[config.mk]
export PLATFORM = sky130hd
export DESIGN_NAME = alu_arbiter_flat
export DESIGN_NICKNAME = d
export VERILOG_FILES = /design/src/rtl/alu_arbiter_pkg.sv /design/src/rtl/alu_arbiter_if.sv /design/src/rtl/alu_arbiter_rr_arb.sv /design/src/rtl/alu_arbiter.sv /design/src/flat_wrapper.sv
export SDC_FILE = /design/constraint.sdc
export NUM_CORES = 1
export LEC_CHECK = 0
export ABC_AREA = 1
export CAP_MARGIN = 15
export CORE_ASPECT_RATIO = 0.6
export CORE_MARGIN = 2
export CORE_UTILIZATION = 28
export DETAILED_ROUTE_END_ITERATION = 10
export SETUP_SLACK_MARGIN = 0.2
export SYNTH_ARGS = -nofsm -noshare
export SYNTH_HDL_FRONTEND = slang
export SYNTH_HIERARCHICAL = 1
export SYNTH_SLANG_ARGS = --single-unit
export TNS_END_PERCENT = 30
[constraint.sdc]
create_clock -name clk -period 1.8 [get_ports clk]
set_input_delay 0.54 -clock clk [delete_from_list [all_inputs] [get_ports clk]]
set_output_delay 0.54 -clock clk [all_outputs]
set_load 0.02 [all_outputs]
[src/rtl/alu_arbiter_pkg.sv]
// Shared types for the ALU sequencer/arbiter:
// opcodes, FSM states and opcode helpers.
package alu_pkg;

   typedef enum logic [3:0] {
      ALU_AND = 4'd0,
      ALU_OR  = 4'd1,
      ALU_ADD = 4'd2,
      ALU_NOR = 4'd3,
      ALU_EQ  = 4'd4,
      ALU_SUB = 4'd5,
      ALU_LT  = 4'd6,
      ALU_MUL = 4'd7,
      ALU_DIV = 4'd8
   } alu_op_e;

   typedef enum logic [1:0] {
      ST_IDLE = 2'd0,
      ST_EXEC = 2'd1,
      ST_RESP = 2'd2
   } arb_state_e;

   function automatic logic is_multi_cycle(
      input logic [3:0] op
   );
      return (op == ALU_MUL) || (op == ALU_DIV);
   endfunction

   function automatic logic is_legal(
      input logic [3:0] op
   );
      return op <= ALU_DIV;
   endfunction

endpackage

[src/rtl/alu_arbiter_if.sv]
// Bus bundle between requesters, the shared ALU
// and the response consumer of alu_arbiter.
interface alu_arbiter_if #(
   parameter int WIDTH = 16
);
   logic             req0_valid;
   logic             req0_ready;
   logic [3:0]       req0_op;
   logic [WIDTH-1:0] req0_a;
   logic [WIDTH-1:0] req0_b;
   logic             req1_valid;
   logic             req1_ready;
   logic [3:0]       req1_op;
   logic [WIDTH-1:0] req1_a;
   logic [WIDTH-1:0] req1_b;
   logic [WIDTH-1:0] alu_a;
   logic [WIDTH-1:0] alu_b;
   logic [3:0]       alu_ctrl;
   logic [WIDTH-1:0] alu_out;
   logic             alu_carry;
   logic             rsp_valid;
   logic             rsp_ready;
   logic             rsp_id;
   logic [WIDTH-1:0] rsp_result;
   logic             rsp_carry;
   logic             rsp_zero;
   logic             rsp_err;

   modport master (
      output req0_valid, req0_op,
      output req0_a, req0_b,
      output req1_valid, req1_op,
      output req1_a, req1_b,
      output alu_out, alu_carry,
      output rsp_ready,
      input  req0_ready, req1_ready,
      input  alu_a, alu_b, alu_ctrl,
      input  rsp_valid, rsp_id,
      input  rsp_result, rsp_carry,
      input  rsp_zero, rsp_err
   );

   modport slave (
      input  req0_valid, req0_op,
      input  req0_a, req0_b,
      input  req1_valid, req1_op,
      input  req1_a, req1_b,
      input  alu_out, alu_carry,
      input  rsp_ready,
      output req0_ready, req1_ready,
      output alu_a, alu_b, alu_ctrl,
      output rsp_valid, rsp_id,
      output rsp_result, rsp_carry,
      output rsp_zero, rsp_err
   );
endinterface

[src/rtl/alu_arbiter_rr_arb.sv]
// Two-way round-robin arbiter; grant is
// one-hot or zero, priority flips on advance.
module alu_rr_arb (
   input  logic       clk,
   input  logic       rst_n,
   input  logic [1:0] valid_i,
   input  logic       advance_i,
   output logic [1:0] grant_o
);
   logic last_q;
   logic last_d;

   always_comb begin
      grant_o = 2'b00;
      unique case (1'b1)
         (valid_i == 2'b11):
            grant_o = last_q ? 2'b01 : 2'b10;
         (valid_i == 2'b01):
            grant_o = 2'b01;
         (valid_i == 2'b10):
            grant_o = 2'b10;
         default:
            grant_o = 2'b00;
      endcase
   end

   always_comb begin
      last_d = last_q;
      if (advance_i) last_d = grant_o[1];
   end

   // last_q resets to 1 so requester 0 wins first
   always_ff @(posedge clk or negedge rst_n) begin
      if (!rst_n) last_q <= 1'b1;
      else        last_q <= last_d;
   end
endmodule

[src/rtl/alu_arbiter.sv]
// Shares one combinational ALU between two requesters.
// Define ALU_ARB_DIVZERO_CHK_EN to trap DIV by zero.
module alu_arbiter
   import alu_pkg::*;
#(
   parameter int WIDTH     = 16,
   parameter int MULTI_LAT = 4
) (
   input logic          clk,
   input logic          rst_n,
   alu_arbiter_if.slave bus
);
   localparam int CW = $clog2(MULTI_LAT + 1);

   arb_state_e       state_q, state_d;
   logic [CW-1:0]    cnt_q, cnt_d;
   logic [WIDTH-1:0] alu_a_q, alu_a_d;
   logic [WIDTH-1:0] alu_b_q, alu_b_d;
   logic [3:0]       alu_ctrl_q, alu_ctrl_d;
   logic             rsp_id_q, rsp_id_d;
   logic [WIDTH-1:0] rsp_result_q, rsp_result_d;
   logic             rsp_carry_q, rsp_carry_d;
   logic             rsp_zero_q, rsp_zero_d;
   logic             rsp_err_q, rsp_err_d;

   logic             idle;
   logic [1:0]       grant;
   logic             hs;
   logic             sel_id;
   logic [3:0]       sel_op;
   logic [WIDTH-1:0] sel_a;
   logic [WIDTH-1:0] sel_b;
   logic             div_zero;
   logic             fast_rsp;
   logic             last_cnt;

   assign idle = (state_q == ST_IDLE);

   alu_rr_arb u_arb (
      .clk       (clk),
      .rst_n     (rst_n),
      .valid_i   ({bus.req1_valid,
                   bus.req0_valid} & {2{idle}}),
      .advance_i (hs),
      .grant_o   (grant)
   );

   assign hs     = |grant;
   assign sel_id = grant[1];
   assign sel_op = sel_id ? bus.req1_op : bus.req0_op;
   assign sel_a  = sel_id ? bus.req1_a  : bus.req0_a;
   assign sel_b  = sel_id ? bus.req1_b  : bus.req0_b;

`ifdef ALU_ARB_DIVZERO_CHK_EN
   assign div_zero = (sel_op == ALU_DIV) &&
                     (sel_b == '0);
`else
   assign div_zero = 1'b0;
`endif

   // these ops are answered without touching the ALU
   assign fast_rsp = !is_legal(sel_op) || div_zero;
   assign last_cnt = (cnt_q == CW'(1));

   always_ff @(posedge clk or negedge rst_n) begin
      if (!rst_n) state_q <= ST_IDLE;
      else        state_q <= state_d;
   end

   always_comb begin
      state_d = state_q;
      unique case (state_q)
         ST_IDLE:
            if (hs)
               state_d = fast_rsp ? ST_RESP : ST_EXEC;
         ST_EXEC:
            if (last_cnt) state_d = ST_RESP;
         ST_RESP:
            if (bus.rsp_ready) state_d = ST_IDLE;
         default:
            state_d = ST_IDLE;
      endcase
   end

   always_comb begin
      bus.req0_ready = grant[0];
      bus.req1_ready = grant[1];
      bus.rsp_valid  = (state_q == ST_RESP);
   end

   always_comb begin
      cnt_d        = cnt_q;
      alu_a_d      = alu_a_q;
      alu_b_d      = alu_b_q;
      alu_ctrl_d   = alu_ctrl_q;
      rsp_id_d     = rsp_id_q;
      rsp_result_d = rsp_result_q;
      rsp_carry_d  = rsp_carry_q;
      rsp_zero_d   = rsp_zero_q;
      rsp_err_d    = rsp_err_q;
      if (hs) begin
         alu_a_d    = sel_a;
         alu_b_d    = sel_b;
         alu_ctrl_d = sel_op;
         rsp_id_d   = sel_id;
         cnt_d      = is_multi_cycle(sel_op) ?
                      CW'(MULTI_LAT) : CW'(1);
         unique case (1'b1)
            !is_legal(sel_op): begin
               rsp_result_d = '0;
               rsp_carry_d  = 1'b0;
               rsp_zero_d   = 1'b1;
               rsp_err_d    = 1'b1;
            end
            div_zero: begin
               rsp_result_d = '1;
               rsp_carry_d  = 1'b0;
               rsp_zero_d   = 1'b0;
               rsp_err_d    = 1'b1;
            end
            default: ;
         endcase
      end else if (state_q == ST_EXEC) begin
         cnt_d = cnt_q - CW'(1);
         if (last_cnt) begin
            rsp_result_d = bus.alu_out;
            rsp_carry_d  = (alu_ctrl_q == ALU_ADD) &&
                           bus.alu_carry;
            rsp_zero_d   = (bus.alu_out == '0);
            rsp_err_d    = 1'b0;
         end
      end
   end

   always_ff @(posedge clk or negedge rst_n) begin
      if (!rst_n) begin
         cnt_q        <= '0;
         alu_a_q      <= '0;
         alu_b_q      <= '0;
         alu_ctrl_q   <= '0;
         rsp_id_q     <= 1'b0;
         rsp_result_q <= '0;
         rsp_carry_q  <= 1'b0;
         rsp_zero_q   <= 1'b0;
         rsp_err_q    <= 1'b0;
      end else begin
         cnt_q        <= cnt_d;
         alu_a_q      <= alu_a_d;
         alu_b_q      <= alu_b_d;
         alu_ctrl_q   <= alu_ctrl_d;
         rsp_id_q     <= rsp_id_d;
         rsp_result_q <= rsp_result_d;
         rsp_carry_q  <= rsp_carry_d;
         rsp_zero_q   <= rsp_zero_d;
         rsp_err_q    <= rsp_err_d;
      end
   end

   assign bus.alu_a      = alu_a_q;
   assign bus.alu_b      = alu_b_q;
   assign bus.alu_ctrl   = alu_ctrl_q;
   assign bus.rsp_id     = rsp_id_q;
   assign bus.rsp_result = rsp_result_q;
   assign bus.rsp_carry  = rsp_carry_q;
   assign bus.rsp_zero   = rsp_zero_q;
   assign bus.rsp_err    = rsp_err_q;
endmodule

[src/flat_wrapper.sv]
// flat-port wrapper written by rule: the top's interface ports become plain ports
module alu_arbiter_flat import alu_pkg::*;
#(
   parameter int WIDTH     = 16,
   parameter int MULTI_LAT = 4
)
  (clk, rst_n, bus_req0_valid, bus_req0_op, bus_req0_a, bus_req0_b, bus_req1_valid, bus_req1_op, bus_req1_a, bus_req1_b, bus_alu_out, bus_alu_carry, bus_rsp_ready, bus_req0_ready, bus_req1_ready, bus_alu_a, bus_alu_b, bus_alu_ctrl, bus_rsp_valid, bus_rsp_id, bus_rsp_result, bus_rsp_carry, bus_rsp_zero, bus_rsp_err);
  alu_arbiter_if #(.WIDTH(WIDTH)) bus_i ();
  input logic clk;
  input logic rst_n;
  input wire logic [$bits(bus_i.req0_valid)-1:0] bus_req0_valid;
  input wire logic [$bits(bus_i.req0_op)-1:0] bus_req0_op;
  input wire logic [$bits(bus_i.req0_a)-1:0] bus_req0_a;
  input wire logic [$bits(bus_i.req0_b)-1:0] bus_req0_b;
  input wire logic [$bits(bus_i.req1_valid)-1:0] bus_req1_valid;
  input wire logic [$bits(bus_i.req1_op)-1:0] bus_req1_op;
  input wire logic [$bits(bus_i.req1_a)-1:0] bus_req1_a;
  input wire logic [$bits(bus_i.req1_b)-1:0] bus_req1_b;
  input wire logic [$bits(bus_i.alu_out)-1:0] bus_alu_out;
  input wire logic [$bits(bus_i.alu_carry)-1:0] bus_alu_carry;
  input wire logic [$bits(bus_i.rsp_ready)-1:0] bus_rsp_ready;
  output wire logic [$bits(bus_i.req0_ready)-1:0] bus_req0_ready;
  output wire logic [$bits(bus_i.req1_ready)-1:0] bus_req1_ready;
  output wire logic [$bits(bus_i.alu_a)-1:0] bus_alu_a;
  output wire logic [$bits(bus_i.alu_b)-1:0] bus_alu_b;
  output wire logic [$bits(bus_i.alu_ctrl)-1:0] bus_alu_ctrl;
  output wire logic [$bits(bus_i.rsp_valid)-1:0] bus_rsp_valid;
  output wire logic [$bits(bus_i.rsp_id)-1:0] bus_rsp_id;
  output wire logic [$bits(bus_i.rsp_result)-1:0] bus_rsp_result;
  output wire logic [$bits(bus_i.rsp_carry)-1:0] bus_rsp_carry;
  output wire logic [$bits(bus_i.rsp_zero)-1:0] bus_rsp_zero;
  output wire logic [$bits(bus_i.rsp_err)-1:0] bus_rsp_err;
  assign bus_i.req0_valid = bus_req0_valid;
  assign bus_i.req0_op = bus_req0_op;
  assign bus_i.req0_a = bus_req0_a;
  assign bus_i.req0_b = bus_req0_b;
  assign bus_i.req1_valid = bus_req1_valid;
  assign bus_i.req1_op = bus_req1_op;
  assign bus_i.req1_a = bus_req1_a;
  assign bus_i.req1_b = bus_req1_b;
  assign bus_i.alu_out = bus_alu_out;
  assign bus_i.alu_carry = bus_alu_carry;
  assign bus_i.rsp_ready = bus_rsp_ready;
  assign bus_req0_ready = bus_i.req0_ready;
  assign bus_req1_ready = bus_i.req1_ready;
  assign bus_alu_a = bus_i.alu_a;
  assign bus_alu_b = bus_i.alu_b;
  assign bus_alu_ctrl = bus_i.alu_ctrl;
  assign bus_rsp_valid = bus_i.rsp_valid;
  assign bus_rsp_id = bus_i.rsp_id;
  assign bus_rsp_result = bus_i.rsp_result;
  assign bus_rsp_carry = bus_i.rsp_carry;
  assign bus_rsp_zero = bus_i.rsp_zero;
  assign bus_rsp_err = bus_i.rsp_err;
  alu_arbiter #(.WIDTH(WIDTH), .MULTI_LAT(MULTI_LAT)) u_core (.clk(clk), .rst_n(rst_n), .bus(bus_i));
endmodule
==> summary.md <==
| Metric | Value |
|---|---|
| Initial core utilization | 28.5% |
| P&R area growth vs syn | 78.5% |
| P_leak | 2.77 nW |
| Most frequent cell after synthesis | nand2_1 |
| CTS Buf Count | 9 |
| Worst Clk Skew | 0.00653 ns |
| Gate Count Post-Synth | 417 |
| Vias in the first global route | 3,351 |
| #FFs+latches synth | 62 |
| Max-slew violations | 0 |
| Share of post-route cells with drive strength above 1 | 20.0% |
| IO Count | 153 |
| Critical path data required time | 1.26 ns |
| Synthesized area per cell | 7.66 um^2 |
| Clock tree buffer depth | 2 |
| CP max FO | 3 |
| Tot GR Track Use | 17.8% |
| Pwr Density | 1780 nW/um^2 |
| TritonCTS clock tree | yes |
| Status | complete, but fails checks |
| WP data arrival | 1.47 ns |
| Util after Layout | 50.8% |
| Slew headroom | 69.7% |
| Final-report hold violation count | 0 |
| Largest cells by area after synthesis | dfrtp_1, nand2_1, a21oi_1, nor2_1, inv_1 |
| Row Count | 30 |
| R2r endpoint | u_core/bus.rsp_result[13] |
| Die width | 142 um |
| Largest net degree at the start of global routing | 34 |
| DRT iter0 DRCs | 138 |
| Post-synth EDFFs | 0 |
| Clock slew at reported path FFs | 0.05 ns |
| Final net count | 700 |
| Worst Setup SP | u_core/state_q[1] |
| Filler cell count | 1,070 |
| Pre-antenna DRT Iters | 4 |
| Routability cong. | 0.858 |
| Area of the multi-input gates | 1490 um^2 |
| Initial antenna violation count | 0 |
| Worst reg-to-reg path cell count | 13 |
| DR WL/cell | 14.6 um |
| Hold buffers post-CTS | 0 |
| Die area | 12,300 um^2 |
| First-pass GRT wire length | 17,100 um |
| Synth warn | 6 |
| Power, Total | 10.1 mW |
| Post-synth ARST share | 100% |
| Violated checks | negative setup slack |
| CP Launch Type | flop |
| Most used DFF post-synth | dfrtp_1 |
| Clock tree sinks | 62 |
| FF+latch area | 1550 um^2 |
| Min-delay worst type | input pin to async pin |
| Final WL | 11,000 um |
| Worst-Margin Slew | 0.454 ns |
| Worst-Skew Late Latency | 0.33 ns |
| Setup CP Type | flop to output pin |
| Seq/Total Area, Yosys | 48.6% |
| Core area | 11,200 um^2 |
| Setup violators final | 59 |
| Die Y-Extent | 86.8 um |
| Worst vdd ir | 0.700 mV |
| Max Fclk | 497 MHz |
| Share of the synthesized area in the top cell type | 47.8% |
| RSZ-0062 raised after global routing | yes |
| Mapped cell area | 3200 um^2 |
| Via Count | 3,509 |
| Via/cell ratio | 4.66 |
| Syn_nets | 513 |
| Synth top cells by count | nand2_1, a21oi_1, dfrtp_1 |
| Endpoint class of the critical path | output pin |
| Post-synth top area cell | dfrtp_1 |
| H-tree depth | 3 |
| Diodes inserted | 0 |
| Antenna viol nets, final | 0 |
| Root Driver | clkbuf_16 |
| Quantity of I/O buffers inserted on ports | 152 |
| DRC Markers | 0 |
| # Max-Cap Violations | 0 |
| Final Cycle Share | 112% |
| R2R Setup Slk | -0.21 ns |
| DP HPWL | 7820 um |
| Grt total ovfl | 0 |
| Minimum clock period | 2.01 ns |
| Fin worst setup slack | -0.213 ns |
| RR Startpoint | u_core/state_q[1] |
| Yosys cell types | 29 |
[flip-flops by register name, indices dropped and copies added (netlist names)]
signal and cells:
u_core/bus.alu_a 16, u_core/bus.alu_b 16, u_core/bus.alu_ctrl 4, u_core/bus.rsp_carry 1, u_core/bus.rsp_err 1, u_core/bus.rsp_id 1
u_core/bus.rsp_result 16, u_core/bus.rsp_zero 1, u_core/cnt_q 3, u_core/state_q 2, u_core/u_arb/last_q 1
[worst max-delay path by stage]
stage / end / depth (start not counted)
after floorplan: u_core/bus.rsp_carry / 15
after global placement: bus_req1_ready / 6
after detailed placement: bus_req1_ready / 6
after CTS: u_core/bus.rsp_result[5] / 13
after global routing: u_core/bus.rsp_result[15] / 15
final: bus_req1_ready / 7
[where the power goes]
| group | total (mW) | internal (mW) | switching, mW |
|---|---|---|---|
| Sequential | 2.46 | 2.07 | 0.398 |
| Clock | 2.03 | 1.43 | 0.601 |
| Combinational | 5.65 | 2.41 | 3.24 |
| Total | 10.1 | 5.90 | 4.24 |
[cells in the final DEF (no fill, tap or decap), types with 5 or more instances in the layout]
master,instances
o21ai_1,5
nand2_1,110
nor2_4,7
buf_4,27
nand3_1,7
buf_12,7
a21oi_1,66
clkbuf_2,12
clkbuf_16,11
clkdlybuf4s50_1,90
nand3_2,14
clkdlybuf4s15_1,22
inv_1,34
dfrtp_1,61
nor2_1,55
dlygate4sd2_1,22
nand2_2,7
buf_6,11
[logic make-up (layout without fill, tap and decap cells)]
family	count (synthesis)	count (layout)	synth area share, %
AOI/OAI and AO/OA	76	76	12.1
adders and majority gates	2	2	0.783
buffers and inverters	63	254	9.28
DFF	62	62	48.6
and+or+nand+nor	214	215	29.2
[what timing repair did]
action | in CTS | in global routing
cloned | 3 | 3
pin swaps | 9 | 13
gates resized for setup | 123 | 53
endpoints found under the setup margin | 121 | 104
setup buffers | 9 | 4
[layer usage]
metal | up-vias | routed length [um] | GRT usage (%)
met3 | 14 | 1280 | 8.01
met2 | 166 | 4630 | 26.7
li1 | 1695 | - | -
met4 | 0 | 96 | 4.45
met5 | - | 0 | 0
met1 | 1634 | 4960 | 23.5
[critical path: stages, from the launching register on]
cell	delay, ns
dfrtp_1	0.41
nor2_4	0.14
inv_2	0.07
nor2_4	0.09
inv_2	0.06
a21oi_4	0.14
buf_4	0.13
buf_6	0.10
[per-stage QoR]
step,instance area (um^2),hold slack [ns],setup TNS [ns],cells,setup slack (ns)
after floorplan,3230,0.244,-5.31,417,-0.203
after global routing,5700,0.183,-15.09,753,-0.311
after CTS,5580,0.161,-8.36,746,-0.184
final,5700,0.159,-7.72,753,-0.213
after global placement,5030,0.454,-39.06,718,-0.722
after detailed placement,5030,0.462,-43.14,718,-0.757
[area by class of cell]
type                       count  area share, %
timing repair buffer         199           34.7
sequential                    62           27.2
multi-input combinational    293           26.2
clock buffer                  13           4.56
tap                          144           3.16
inverter                      39           2.63
clock inverter                 3           1.58
No activity file was read; power rests on OpenSTA's default activity.
